`config.mk`:
```
export PLATFORM = sky130hd
export DESIGN_NAME = axi_aw_error_responder
export DESIGN_NICKNAME = d
export VERILOG_FILES = /design/src/rtl/axi_err_pkg.sv /design/src/rtl/axi_aw_error_responder.sv
export SDC_FILE = /design/constraint.sdc
export NUM_CORES = 1
export LEC_CHECK = 0
export CAP_MARGIN = 25
export CORE_ASPECT_RATIO = 0.9
export CORE_UTILIZATION = 45
export DETAILED_ROUTE_END_ITERATION = 10
export PLACE_DENSITY = 0.86
export SLEW_MARGIN = 30
export SYNTH_ARGS = -nofsm -noshare
export SYNTH_HDL_FRONTEND = slang
export SYNTH_SLANG_ARGS = --single-unit
```
`constraint.sdc`:
```
create_clock -name clk -period 2.05 [get_ports clk]
set_clock_uncertainty 0.05 [all_clocks]
set_input_delay 0.41 -clock clk [delete_from_list [all_inputs] [get_ports clk]]
set_output_delay 0.41 -clock clk [all_outputs]
set_load 0.01 [all_outputs]
```
`src/rtl/axi_err_pkg.sv`:
```
// Shared definitions for the AXI write-path error responder.
// Holds the responder FSM encoding and the AXI response codes it uses.
package axi_err_pkg;

    typedef enum logic [1:0] {
        IDLE   = 2'd0,
        DRAIN  = 2'd1,
        W_DONE = 2'd2,
        RESP   = 2'd3
    } err_state_e;

    localparam logic [1:0] RESP_OKAY   = 2'b00;
    localparam logic [1:0] RESP_DECERR = 2'b11;

endpackage

```
`src/rtl/axi_aw_error_responder.sv`:
```
// Terminates write bursts that decoded to no slave: captures the AW
// attributes, sinks exactly AWLEN+1 W beats, then returns one DECERR on B.
// Optional build macro AXI_ERR_WLAST_CHECK_EN adds a sticky check that
// WLAST lines up with the AWLEN-derived last beat.
module axi_aw_error_responder
    import axi_err_pkg::*;
#(
    parameter int AXI_ID_WIDTH   = 10,
    parameter int AXI_USER_WIDTH = 6
) (
    input  logic                      clk,
    input  logic                      rst_n,
    input  logic                      sample_awdata_info_i,
    input  logic [AXI_ID_WIDTH-1:0]   awid_i,
    input  logic [7:0]                awlen_i,
    input  logic [AXI_USER_WIDTH-1:0] awuser_i,
    input  logic                      handle_error_i,
    input  logic                      wvalid_i,
    input  logic                      wlast_i,
    output logic                      wready_o,
    output logic                      wdata_error_completed_o,
    input  logic                      error_req_i,
    output logic                      error_gnt_o,
    output logic                      bvalid_o,
    input  logic                      bready_i,
    output logic [AXI_ID_WIDTH-1:0]   bid_o,
    output logic [1:0]                bresp_o,
    output logic [AXI_USER_WIDTH-1:0] buser_o,
    output logic                      wlast_err_o
);

    err_state_e                state_q, state_d;
    logic [7:0]                awlen_q;
    logic [8:0]                beat_cnt_q;  // 9 bits so awlen=255 never wraps
    logic [AXI_ID_WIDTH-1:0]   bid_q;
    logic [AXI_USER_WIDTH-1:0] buser_q;
    logic [1:0]                bresp_q;
    logic                      beat_acc;
    logic                      last_beat;

    // Termination is purely length based; WLAST is never consulted here.
    assign beat_acc  = wvalid_i & wready_o;
    assign last_beat = (beat_cnt_q == {1'b0, awlen_q});

    // State register.
    always_ff @(posedge clk) begin
        if (!rst_n) state_q <= IDLE;
        else        state_q <= state_d;
    end

    // Next state plus handshake outputs, all decoded from state and inputs.
    always_comb begin
        state_d                 = state_q;
        wready_o                = 1'b0;
        wdata_error_completed_o = 1'b0;
        bvalid_o                = 1'b0;
        error_gnt_o             = 1'b0;
        case (state_q)
            IDLE: begin
                if (sample_awdata_info_i) state_d = DRAIN;
            end
            DRAIN: begin
                wready_o = handle_error_i;
                if (wvalid_i && handle_error_i && last_beat) state_d = W_DONE;
            end
            W_DONE: begin
                wdata_error_completed_o = 1'b1;
                state_d                 = RESP;
            end
            RESP: begin
                // The decoder holds error_req until granted, so bvalid is stable.
                bvalid_o    = error_req_i;
                error_gnt_o = error_req_i & bready_i;
                if (error_req_i && bready_i) state_d = IDLE;
            end
            default: state_d = IDLE;
        endcase
    end

    // Attribute capture on the sample strobe (IDLE only) and beat counting.
    always_ff @(posedge clk) begin
        if (!rst_n) begin
            awlen_q    <= '0;
            beat_cnt_q <= '0;
            bid_q      <= '0;
            buser_q    <= '0;
            bresp_q    <= RESP_OKAY;
        end else if (state_q == IDLE && sample_awdata_info_i) begin
            awlen_q    <= awlen_i;
            beat_cnt_q <= '0;
            bid_q      <= awid_i;
            buser_q    <= awuser_i;
            bresp_q    <= RESP_DECERR;
        end else if (beat_acc) begin
            beat_cnt_q <= beat_cnt_q + 9'd1;
        end
    end

    assign bid_o   = bid_q;
    assign buser_o = buser_q;
    assign bresp_o = bresp_q;

`ifdef AXI_ERR_WLAST_CHECK_EN
    logic wlast_err_q;

    // Sticky flag: any drained beat whose WLAST disagrees with the length.
    always_ff @(posedge clk) begin
        if (!rst_n)                             wlast_err_q <= 1'b0;
        else if (beat_acc && (wlast_i != last_beat)) wlast_err_q <= 1'b1;
    end

    assign wlast_err_o = wlast_err_q;
`else
    logic unused_wlast;

    assign unused_wlast = wlast_i;
    assign wlast_err_o  = 1'b0;
`endif

endmodule
```
==> results of run 1 <==
[power groups by stage]
stage	Clock (mW)	Sequential, mW	Combinational (mW)
detailed placement	0	0.897	0.709
finish	0.530	0.885	0.698
CTS	0.540	0.884	0.710
global placement	0	0.891	0.694
global route	0.571	0.897	0.784
floorplan	0	0.912	0.383
[through the flow]
step	utilization [%]	cell area, sq um	cells
floorplan	-	1610	188
global placement	63.7	2170	278
detailed placement	63.7	2170	278
CTS	66.6	2270	285
global route	66.7	2270	285
finish	66.7	2270	285
[Yosys cell counts (2+ instances only)]
library cell  count
a21boi_0         24
and2_1            3
and3_1            2
buf_4             2
clkbuf_1          7
dfxtp_1          36
ha_1              6
inv_1             3
mux2i_1           3
nand2_1          58
nand3_1           2
nand4_1           4
nor2_1           12
xnor2_1          10
xor2_1            5
[worst register-to-register path, cell delays in order, from the launching register on]
cell	delay, ps
dfxtp_1	400
xnor2_1	150
nand3_1	110
or4_1	510
a221oi_2	330
mux2i_1	220
[sequential cells by signal (all words and copies together) (netlist names)]
name,count
buser_o,6
bid_o,10
awlen_q,8
beat_cnt_q,9
bresp_o,1
state_q,2
[path summary, 6_finish.rpt]
path,to,slack (ps),depth (start not counted)
setup / recovery,bvalid_o,40,3
hold / removal,bid_o[4],410,2
setup reg to reg,state_q[0],220,5
hold reg to reg,bid_o[4],410,2
[cell type report]
class | count | area [sq um]
fillers | 316 | 1130
multi-input cells | 137 | 821
flip-flops and latches | 36 | 723
repair buffers | 58 | 563
clock buffers | 7 | 96.3
well taps | 44 | 55.1
inverters | 3 | 11.3
[metal layers]
metal | vias up | track usage, % | wire [um]
met1 | 629 | 21.1 | 1440
met3 | 5 | 4.65 | 167
met4 | 0 | 8.57 | 55
met5 | - | 0 | 0
li1 | 705 | - | -
met2 | 37 | 33.9 | 1530
[repair_timing]
action                     in CTS  in global routing
setup endpoints to repair       2                  1
gates resized for setup         4                  2
hold buffers                    0                  0
buffers inserted                0                  0
[cells by family after synthesis]
logic type      count (synthesis)  share of synthesized area (%)
xor+xnor                       16                           9.18
simple gates                   84                           21.9
buf+inv                        15                           4.44
fa+ha+maj                       6                           4.67
compound gates                 27                           12.9
mux                             3                           1.87
other cells                     1                          0.233
flops                          36                           44.8
==> impl_metrics.toml, run 1 <==
[sta]
whs_ps = 414
fin_ws_ps = 38.7
rsz0062_at_grt = "no"
hold_viol = 0
timing.setup.tns_ps = 0
period_minus_slack_ps = 2010
final_max_slew_viol_count = 0
period_share_pct = 98.1
fmax_mhz = 497
finalSetupViolCount = 0

[drt]
post_drt_wl_per_cell_um = 11.2
drc = 0
dr.pass1.iters = 4
wl_mm = 3.20
viasPerCell = 4.83
vias = 1376
drt_first_iter_violations = 37
ant_nets = 0

[floorplanning]
die-area_sq_um = 3820
fp.dieH_um = 58.7
io_pins = 55
floorplan.initialDensity_pct = 47.2
core_sq_um = 3400
die_width_um = 65.0
rows = 20

[power_and_ir_drop]
combPwrFrac_pct = 33.0
seqPwrFrac_pct = 41.9
p_clk_share_pct = 25.1
p_sw_share_pct = 30.5
p_total_mw = 2.11
p_switching_uw = 645
vdd_ir_drop_max_mv = 0.421
p_int_mw = 1.47
power_density_nw_per_um2 = 931
p_leak_nw = 0.859

[logic_synthesis]
synth_nets = 226
syn_avg_cell_area_sq_um = 8.55
synthTopCellsByArea = "dfxtp_1 45%, nand2_1 14%, a21boi_0 11%, xnor2_1 5.4%, ha_1 4.7%"
dominantRegCellSynth = "dfxtp_1"
synth_top_cell_area_share_pct = 44.8
ys_seq_area_share_pct = 44.8
yosysWarnings = 0
synth_edf_count = 0
synth_top_area_cell = "dfxtp_1"
synth-seq-cells = 36
synthArstFlopShare_pct = 0
syn_area_sq_um = 1610
ys_types = 26
syn-instance-count = 188

[setup_path]
critPathArrivalTime_ps = 1550
cp.required_ps = 1590
cpMostUsedCell = "clkdlybuf4s50_1"
worstSetupStartpoint = "error_req_i"
path_delay_family = "buffers and inverters"
crit_path_cell_trace = "clkdlybuf4s50_1 -> and2_1 -> clkdlybuf4s50_1"
worstSetupStartpointType = "input port"
cp-end-kind = "primary output"
r2r-start = "beat_cnt_q[5]"
path_buf_inv = 2
cp_slowest_cell = "clkdlybuf4s50_1"
worstSetupPathType = "input port to primary output"
slowest_delay_ps = 520
cp_max_fo = 3

[clock_network]
clk_latency_ps = 280
tritoncts = "done"
path_clk_slew_ps = 60
cts-htree-levels = 2
clock_sinks = 36
cts-root-buf = "clkbuf_8"
cts_buffer_depth = 2
cts_buffers = 5

[worst_hold_path]
hp-start = "bid_o[4]"
hold_path_class = "flip-flop to flip-flop"

[global_route]
grt_usage_pct = 18.9
antenna_found_initial = 0
grt-ovfl-total = 0
grt_first_pass_wirelength_mm = 5.40
first_global_vias = 1303
grt_max_degree = 26

[final_layout]
final_cell_mix = "58 x nand2_1, 50 x clkdlybuf4s50_1, 34 x dfxtp_1"
layout_commonest_cell = "nand2_1"
area_delta_synth_final_pct = 41.2
drive_gt1_share_pct = 8.30
diodes = 0
final_nets = 279

[placement]
dp_hpwl_mm = 2.39
port_buffers = 52
dp_slack_ps = -144
gp_congestion = 0.733

[run_status]
outcome = "completed"

[job]
drv_cap = 0
(Power assumes the default switching activity.)
==> inputs of run 2 (changes only) <==
- ABC_AREA: default -> 1
==> run 2 against run 1 <==
Non-clock buffer count down 3. Final cell count up 10%. Combinational power up 25%. Clock power down 11%. First-iteration DRC count up 11%. Die area up 0.68%. Sequential power up 8.8%. Design area down 0.44%. Fmax up 1.7%. Setup slack better by 33 ps. Flip-flop and latch count unchanged. Critical path type unchanged.
==> impl_metrics.toml, run 2 <==
[run_status]
outcome = "completed"

[placement]
gp_congestion = 0.785
port_buffers = 52
dp_hpwl_mm = 2.55
postPlaceCellArea_sq_um = 2180
dp_cells = 307

[final_layout]
area_delta_synth_final_pct = 39.6
largest_reg_flops = 10
design_area_sq_um = 2260
final_nets = 308
fin_cells = 314
diodes = 0
drive_gt1_share_pct = 8.89
layout_commonest_cell = "nor2_1"
final_cell_mix = "59 x nor2_1, 50 x clkdlybuf4s50_1, 35 x dfxtp_1"

[sta]
fmax_mhz = 506
period_minus_slack_ps = 1980
rsz0062_at_grt = "no"
final_max_slew_viol_count = 0
finalSetupViolCount = 0
hold_viol = 0
period_share_pct = 96.5

[logic_synthesis]
synth_top_family_by_area = "simple AND/OR/NAND/NOR gates"
synth_top_cell_area_share_pct = 44.5
synthTopCellsByCount = "59 x nor2_1, 36 x dfxtp_1, 26 x o21ai_0, 23 x nand2_1, 17 x inv_1"
synthMuxAreaShare_pct = 0
synthTopCellsByArea = "dfxtp_1 45%, nor2_1 14%, o21ai_0 8.0%, nand2_1 5.3%, ha_1 4.6%"
synthArstFlopShare_pct = 0
synth-seq-cells = 36
synth_nets = 254
yosysWarnings = 0
synth.most_common_cell = "nor2_1"
synthAdderAreaFrac_pct = 4.64
ys_seq_area_share_pct = 44.5
dominantRegCellSynth = "dfxtp_1"
synthSimpleGateAreaFrac_pct = 26.6
syn-instance-count = 216
yosys.area_share.xor_xnor_pct = 4.33
synth_edf_count = 0
syn_avg_cell_area_sq_um = 7.50
synth_top_area_cell = "dfxtp_1"
syn_area_sq_um = 1620
ys_types = 25
synth-compound-area-share_pct = 12.4

[setup_path]
cpMostUsedCell = "clkdlybuf4s50_1"
cp_max_fo = 2
path_buf_inv = 3
worstSetupPathType = "input port to primary output"
slowest_delay_ps = 520
cp_slowest_cell = "clkdlybuf4s50_1"
path_delay_family = "buffers and inverters"
cp.required_ps = 1590
worstSetupStartpointType = "input port"
cp-end-kind = "primary output"
crit_path_cell_trace = "clkdlybuf4s50_1 -> nand2_1 -> inv_1 -> clkdlybuf4s50_1"
critPathArrivalTime_ps = 1520

[drt]
ant_nets = 0
drt_first_iter_violations = 41
viasPerCell = 4.77
wl_mm = 3.56
dr.pass1.iters = 4
drc = 0
vias = 1498
post_drt_wl_per_cell_um = 11.3

[clock_network]
cts_setup_buffers = 0
path_clk_slew_ps = 60
clock_sinks = 36
cts_buffer_depth = 2
tritoncts = "done"
cts_buffers = 5
cts-root-buf = "clkbuf_8"
clk_latency_ps = 290
cts-htree-levels = 2
ctsHoldBuffers = 0

[worst_hold_path]
hold_path_class = "flip-flop to flip-flop"

[global_route]
first_global_vias = 1490
grt_usage_pct = 20.8
antenna_found_initial = 0
grt_first_pass_wirelength_mm = 6.02
grt-ovfl-total = 0
grt_max_degree = 27

[floorplanning]
floorplan.initialDensity_pct = 47.6
die-area_sq_um = 3840
die_width_um = 65.2
rows = 20
io_pins = 55
core_sq_um = 3400
fp.dieH_um = 58.9

[power_and_ir_drop]
power_density_nw_per_um2 = 1020
p_leak_nw = 0.965
vdd_ir_drop_max_mv = 0.724

[job]
drv_cap = 0
==> run 2: cell types whose count changed after synthesis, moves of 4 or more <==
cell      previous run  this run
o21ai_0              1        26
inv_1                3        17
nand2_1             58        23
inv_2                0         4
xnor2_1             10         4
nand4_1              4         0
a21oi_1              0         9
a21boi_0            24         0
nor2_1              12        59
==> run 2: routing by layer <==
layer,vias to the layer above,global-route usage (%),wire [um]
met2,48,37.0,1710
li1,782,-,-
met3,7,10.1,349
met4,0,7.45,51
met5,-,0,0
met1,661,21.3,1440
==> run 2: through the flow <==
stage	hold WS (ps)	total power [mW]	setup TNS [ps]	util (%)	worst slack (ps)
6_report	423	2.31	0	66.4	72.0
5_1_grt	444	2.49	0	66.4	9.13
4_1_cts	427	2.32	0	66.3	0.997
3_5_place_dp	416	1.85	-48.8	64.0	-48.8
3_3_place_gp	408	1.83	0	64.0	32.3
2_1_floorplan	393	1.46	0	-	574
==> run 2: report_power, final <==
part / internal [mW] / total, mW / switching (mW)
clock network: 0.231 / 0.472 / 0.242
registers: 0.862 / 0.963 / 0.101
logic: 0.431 / 0.873 / 0.442
==> run 2: timing repair <==
item | CTS | global route
gates cloned | 0 | 0
hold endpoints to repair | 0 | 0
resized for setup | 2 | 3
endpoints found under the setup margin | 2 | 1
==> run 2: logic make-up (layout without fill, tap and decap cells) <==
family	count (synthesis)	after routing
simple gates	97	97
compound gates	39	39
flops	36	36
buf+inv	29	83
xor+xnor	8	8
fa+ha+maj	6	6
other cells	1	1
==> run 2: area by class of cell <==
cell class,count,area (sq um)
Timing Repair Buffer,55,544
Clock inverter,1,5.00
Sequential cell,36,722
Inverter,21,78.8
Tap cell,44,55.1
Clock buffer,6,72.6
Multi-Input combinational cell,151,782
Fill cell,288,1140
==> run 2: worst register-to-register path: stages (launching register included) <==
cell and delay (ps):
dfxtp_2 340, inv_2 70, ha_2 180, nand2_1 60, inv_2 50, nand2_2 130, nor3_4 220, nand3_2 130
nor3_1 230, nor3b_2 70
==> run 2: final timing paths <==
| check | from | to | slack [ps] | cells after the start |
|---|---|---|---|---|
| worst max-delay path | error_req_i | bvalid_o | 70 | 4 |
| worst min register to register | awlen_q[7] | awlen_q[7] | 420 | 2 |
| worst max register to register | state_q[1] | beat_cnt_q[7] | 400 | 9 |
| worst min-delay path | awlen_q[7] | awlen_q[7] | 420 | 2 |
